### src/rtl/cpu_pkg.sv
// Shared definitions for the 16-bit CPU core: sequencer states, opcode groups and PC op codes.
package cpu_pkg;

    typedef enum logic [2:0] {
        S_FETCH  = 3'd0,
        S_DECODE = 3'd1,
        S_REGRD  = 3'd2,
        S_ALU    = 3'd3,
        S_MEM    = 3'd4,
        S_WB     = 3'd5,
        S_HALT   = 3'd6,
        S_FAULT  = 3'd7
    } state_t;

    // Opcode groups are identified by the upper four bits of the decoder's 5-bit aluop.
    localparam logic [3:0] OP_LD  = 4'b1000;
    localparam logic [3:0] OP_ST  = 4'b1101;
    localparam logic [3:0] OP_BR  = 4'b1100;
    localparam logic [3:0] OP_CMP = 4'b0111;
    localparam logic [3:0] OP_HLT = 4'b1111;

    localparam logic [1:0] PC_HOLD = 2'b00;
    localparam logic [1:0] PC_INC  = 2'b01;
    localparam logic [1:0] PC_LOAD = 2'b10;

endpackage

### src/rtl/ctrl_unit.sv
// Multi-cycle control sequencer: FETCH, DECODE, REGRD, ALU, MEM, WB, with HALT.
// Define CTRL_MEMTIMEOUT_EN to bound memory waits and add the absorbing FAULT state.
module ctrl_unit
    import cpu_pkg::*;
#(
    parameter int unsigned MEM_TIMEOUT = 255
) (
    input  logic       I_clk,
    input  logic       I_rst,
    input  logic [4:0] I_opcode,
    input  logic       I_regwe,
    input  logic       I_brtaken,
    input  logic       I_memack,
    output logic       O_en_dec,
    output logic       O_en_regrd,
    output logic       O_en_alu,
    output logic       O_en_regwr,
    output logic       O_memreq,
    output logic       O_memwe,
    output logic       O_memsel,
    output logic [1:0] O_pc_op,
    output logic [2:0] O_state,
    output logic       O_halted,
    output logic       O_fault
);

    state_t     state;
    state_t     state_next;
    logic       br_flag;
    logic       regwe_q;
    logic       store_q;
    logic [3:0] op_grp;

    assign op_grp = I_opcode[4:1];

    logic unused_opcode_lsb;
    assign unused_opcode_lsb = I_opcode[0];

`ifdef CTRL_MEMTIMEOUT_EN
    logic [7:0] wait_cnt;
    logic       timeout_hit;

    assign timeout_hit = (wait_cnt == 8'(MEM_TIMEOUT - 1));

    // Any state change clears the counter, which covers entry into FETCH and MEM.
    always_ff @(posedge I_clk or posedge I_rst) begin
        if (I_rst) begin
            wait_cnt <= '0;
        end else if (state_next != state) begin
            wait_cnt <= '0;
        end else if ((state == S_FETCH || state == S_MEM) && !I_memack) begin
            wait_cnt <= wait_cnt + 8'd1;
        end
    end
`else
    localparam int unsigned unused_mem_timeout = MEM_TIMEOUT;
`endif

    always_comb begin
        state_next = state;
        case (state)
            S_FETCH: begin
                if (I_memack) state_next = S_DECODE;
`ifdef CTRL_MEMTIMEOUT_EN
                else if (timeout_hit) state_next = S_FAULT;
`endif
            end
            S_DECODE: state_next = S_REGRD;
            S_REGRD:  state_next = (op_grp == OP_HLT) ? S_HALT : S_ALU;
            S_ALU:    state_next = (op_grp == OP_LD || op_grp == OP_ST) ? S_MEM : S_WB;
            S_MEM: begin
                if (I_memack) state_next = S_WB;
`ifdef CTRL_MEMTIMEOUT_EN
                else if (timeout_hit) state_next = S_FAULT;
`endif
            end
            S_WB:     state_next = S_FETCH;
            S_HALT:   state_next = S_HALT;
`ifdef CTRL_MEMTIMEOUT_EN
            S_FAULT:  state_next = S_FAULT;
`endif
            default:  state_next = S_FETCH;
        endcase
    end

    always_ff @(posedge I_clk or posedge I_rst) begin
        if (I_rst) begin
            state <= S_FETCH;
        end else begin
            state <= state_next;
        end
    end

    // Per-instruction attributes are captured in ALU so WB/MEM decode from registers only.
    always_ff @(posedge I_clk or posedge I_rst) begin
        if (I_rst) begin
            br_flag <= 1'b0;
            regwe_q <= 1'b0;
            store_q <= 1'b0;
        end else if (state == S_ALU) begin
            br_flag <= (op_grp == OP_BR) && I_brtaken;
            regwe_q <= I_regwe;
            store_q <= (op_grp == OP_ST);
        end else if (state == S_WB) begin
            br_flag <= 1'b0;
        end
    end

    always_comb begin
        O_en_dec   = 1'b0;
        O_en_regrd = 1'b0;
        O_en_alu   = 1'b0;
        O_en_regwr = 1'b0;
        O_memreq   = 1'b0;
        O_memwe    = 1'b0;
        O_memsel   = 1'b0;
        O_pc_op    = PC_HOLD;
        O_halted   = 1'b0;
        O_fault    = 1'b0;
        case (state)
            S_FETCH:  O_memreq = 1'b1;
            S_DECODE: O_en_dec = 1'b1;
            S_REGRD:  O_en_regrd = 1'b1;
            S_ALU:    O_en_alu = 1'b1;
            S_MEM: begin
                O_memreq = 1'b1;
                O_memsel = 1'b1;
                O_memwe  = store_q;
            end
            S_WB: begin
                O_en_regwr = regwe_q;
                O_pc_op    = br_flag ? PC_LOAD : PC_INC;
            end
            S_HALT:   O_halted = 1'b1;
`ifdef CTRL_MEMTIMEOUT_EN
            S_FAULT:  O_fault = 1'b1;
`endif
            default: ;
        endcase
    end

    assign O_state = state;

endmodule

### config.mk
export PLATFORM = sky130hd
export DESIGN_NAME = ctrl_unit
export DESIGN_NICKNAME = d
export VERILOG_FILES = /design/src/rtl/cpu_pkg.sv /design/src/rtl/ctrl_unit.sv
export SDC_FILE = /design/constraint.sdc
export NUM_CORES = 1
export LEC_CHECK = 0
export CAP_MARGIN = 30
export CORE_AREA = 2 2 39 41
export CTS_BUF_LIST = sky130_fd_sc_hd__clkbuf_2 sky130_fd_sc_hd__clkbuf_4 sky130_fd_sc_hd__clkbuf_8
export CTS_CLUSTER_DIAMETER = 80
export DETAILED_ROUTE_END_ITERATION = 8
export DIE_AREA = 0 0 41 43
export PLACE_DENSITY_LB_ADDON = 0.3
export SLEW_MARGIN = 5
export SYNTH_ARGS = -nofsm -noshare
export SYNTH_HDL_FRONTEND = slang
export SYNTH_SLANG_ARGS = --single-unit
### constraint.sdc
create_clock -name I_clk -period 2.5 [get_ports I_clk]
set_clock_uncertainty 0.05 [all_clocks]
set_input_delay 0.5 -clock I_clk [delete_from_list [all_inputs] [get_ports I_clk]]
set_output_delay 0.5 -clock I_clk [all_outputs]
set_load 0.005 [all_outputs]
==> impl_metrics.toml, run 1 <==
[cts]
clk_pin_slew_worst_paths_ns = 0.04
numCtsBuffers = 3
cts_tree = "built"
cts_buffer_depth = 2
cts_sinks = 6
cts_hold_buf = 0
clock_latency_ns = 0.23
cts_setup_buffers = 0
h-tree-depth = 1
cts_resized = 0
root_buffer = "clkbuf_4"

[drt]
drcViolationCount = 0
vias = 384
drt_iter0_markers = 6
routed_wl_um = 878
first_pass_iters = 4
antenna_violating_nets_post_route = 0
wire_per_inst_um = 11.0
viasPerCell = 4.80

[placement]
dp_cells = 77
hpwl_um = 707
io_buffers = 21
finalWeightedCongestion = 0.661

[outcome]
status = "completed"

[worst_hold_path]
min_path_type = "in -> async"

[cells_and_area]
n_fill_cell = 144
final_nets = 76
n_antenna_cell = 0
post-route-util_pct = 44.6
syn_to_final_growth_pct = 58.0
drive_above_1_share_pct = 7.81
fin_cells = 80

[yosys]
synthesis.nets = 53
syn_avg_cell_area_um2 = 9.08
synthTopCellsByArea = "dfrtp_1, inv_1, and4_1, nor3_1, buf_4"
ys_warn_count = 0
yosys_register_bits = 6
synth_cell_types = 24
synth_common_cells = "dfrtp_1, inv_1, nand2_1, nor3_1"
postSynth.asyncResetShare_pct = 100
synth_area_um2 = 390
synth_edf_count = 0
syn_inst = 43
synth_top_area_share_pct = 38.5
yosysTopAreaCell = "dfrtp_1"
seq_area_frac_synth_pct = 38.5
ys.flop_type = "dfrtp_1"

[sta]
rsz0062_at_grt = "no"
setup_viol = 0
max_freq_mhz = 446
timing.setup.tns_ns = 0
hold_viol_final = 0
min_period_ns = 2.24
whs_ns = 0.423
finalCritPeriodShare_pct = 89.6
slew_violations = 0

[power]
p_leak_uw = 0.000263
power.density_nw_per_um2 = 1010
peakVddDrop_v = 0.000363

[worst_setup_path]
reg2reg_setup_slack_ns = 1.21
start_kind = "flop"
setup.worst_path.class = "reg -> out"
critPathCaptureType = "output port"
worst_ep_arrival_time_ns = 1.69
crit_required_ns = 1.95
worstPathMaxFanout = 9

[floorplan]
die_h_um = 43
die_width_um = 41
core_um2 = 1380
dieArea_um2 = 1760
rows = 14
io_pins = 24
initial_core_util_pct = 28.2

[global_routing]
grtUsageTotal_pct = 11.8
antenna_found_initial = 0
grt_max_degree = 14
grt_pass1_vias = 347
gr-total-overflow = 0
grt_pass1_wl_mm = 1.41

[flow_run]
maxCapViolCount = 0
==> layer usage <==
metal  vias to the layer above  routed length, um  GRT usage (%)
met5                         -                  0              0
met3                         0                 56           1.57
li1                        198                  -              -
met4                         0                  0           8.00
met2                        13                415           15.6
met1                       173                406           16.9
==> flip-flops by register name, summed over array words and instances, names as in the netlist <==
name,count
O_state,3
br_flag,1
regwe_q,1
store_q,1
==> area by class of cell <==
cell class	count	area (um^2)	area share [%]
clock buffer	3	22.5	3.65
inverter	6	22.5	3.65
multi-input combinational	28	191	31.0
sequential	6	150	24.3
tap	16	20.0	3.25
timing repair buffer	21	210	34.1
==> cells in the final DEF, fill, tap and decap left out, drive strengths merged, types with 2 or more instances in the layout <==
cell / netlist / final
nor2: 2 / 2
clkdlybuf4s50: 0 / 21
dfrtp: 6 / 6
nor4: 2 / 2
nor3: 3 / 3
inv: 6 / 6
and4: 2 / 2
nand3b: 2 / 2
clkbuf: 0 / 3
nand2: 3 / 3
==> worst max-delay path, stage by stage (launching register included) <==
cell             delay (ns)
dfrtp_1                0.46
inv_1                  0.16
nor4_1                 0.29
clkdlybuf4s50_1        0.55
==> final timing paths <==
kind                                   startpoint                      to  cells after the start
setup / recovery           O_state[2]$_DFFE_PP0P_              O_pc_op[0]                      3
hold / removal                              I_rst  O_state[2]$_DFFE_PP0P_                      2
setup reg to reg           O_state[1]$_DFFE_PP0P_     regwe_q$_DFFE_PP0P_                      2
hold reg to reg               store_q$_DFFE_PP0P_     store_q$_DFFE_PP0P_                      2
max in group asynchronous                   I_rst     br_flag$_DFFE_PP0P_                      2
min in group I_clk            store_q$_DFFE_PP0P_     store_q$_DFFE_PP0P_                      2
==> stage by stage <==
stage	area, um^2	power, uW	setup WS (ns)
finish	617	626	0.260
global route	617	686	0.153
CTS	617	638	0.237
detailed placement	594	550	0.497
global placement	594	548	0.503
floorplan	390	391	1.05
==> kinds of logic after synthesis <==
family                 count (synthesis)  share of synthesized area [%]
other                                  1                          0.961
flip-flops                             6                           38.5
XOR/XNOR                               1                           2.24
AND/OR/NAND/NOR                       17                           27.2
buffers and inverters                  9                           12.5
multiplexers                           1                           2.88
AO/OA/AOI/OAI                          8                           15.7
==> report_power, final <==
group | leakage [uW] | internal [uW] | total (uW) | switching (uW)
Combinational | 0.000175 | 202 | 319 | 118
Clock | 0.0000138 | 53.9 | 82.9 | 29.0
Sequential | 0.0000749 | 145 | 224 | 78.9
Total | 0.000263 | 400 | 626 | 226
No activity file was read; power rests on OpenSTA's default activity.
==> run 2: changes to the inputs <==
Settings changed: GPL_TIMING_DRIVEN set to 1, SLEW_MARGIN 5 to 20.
==> results of run 2 <==
The final DEF is identical to that of run 1; final timing and power are the same.
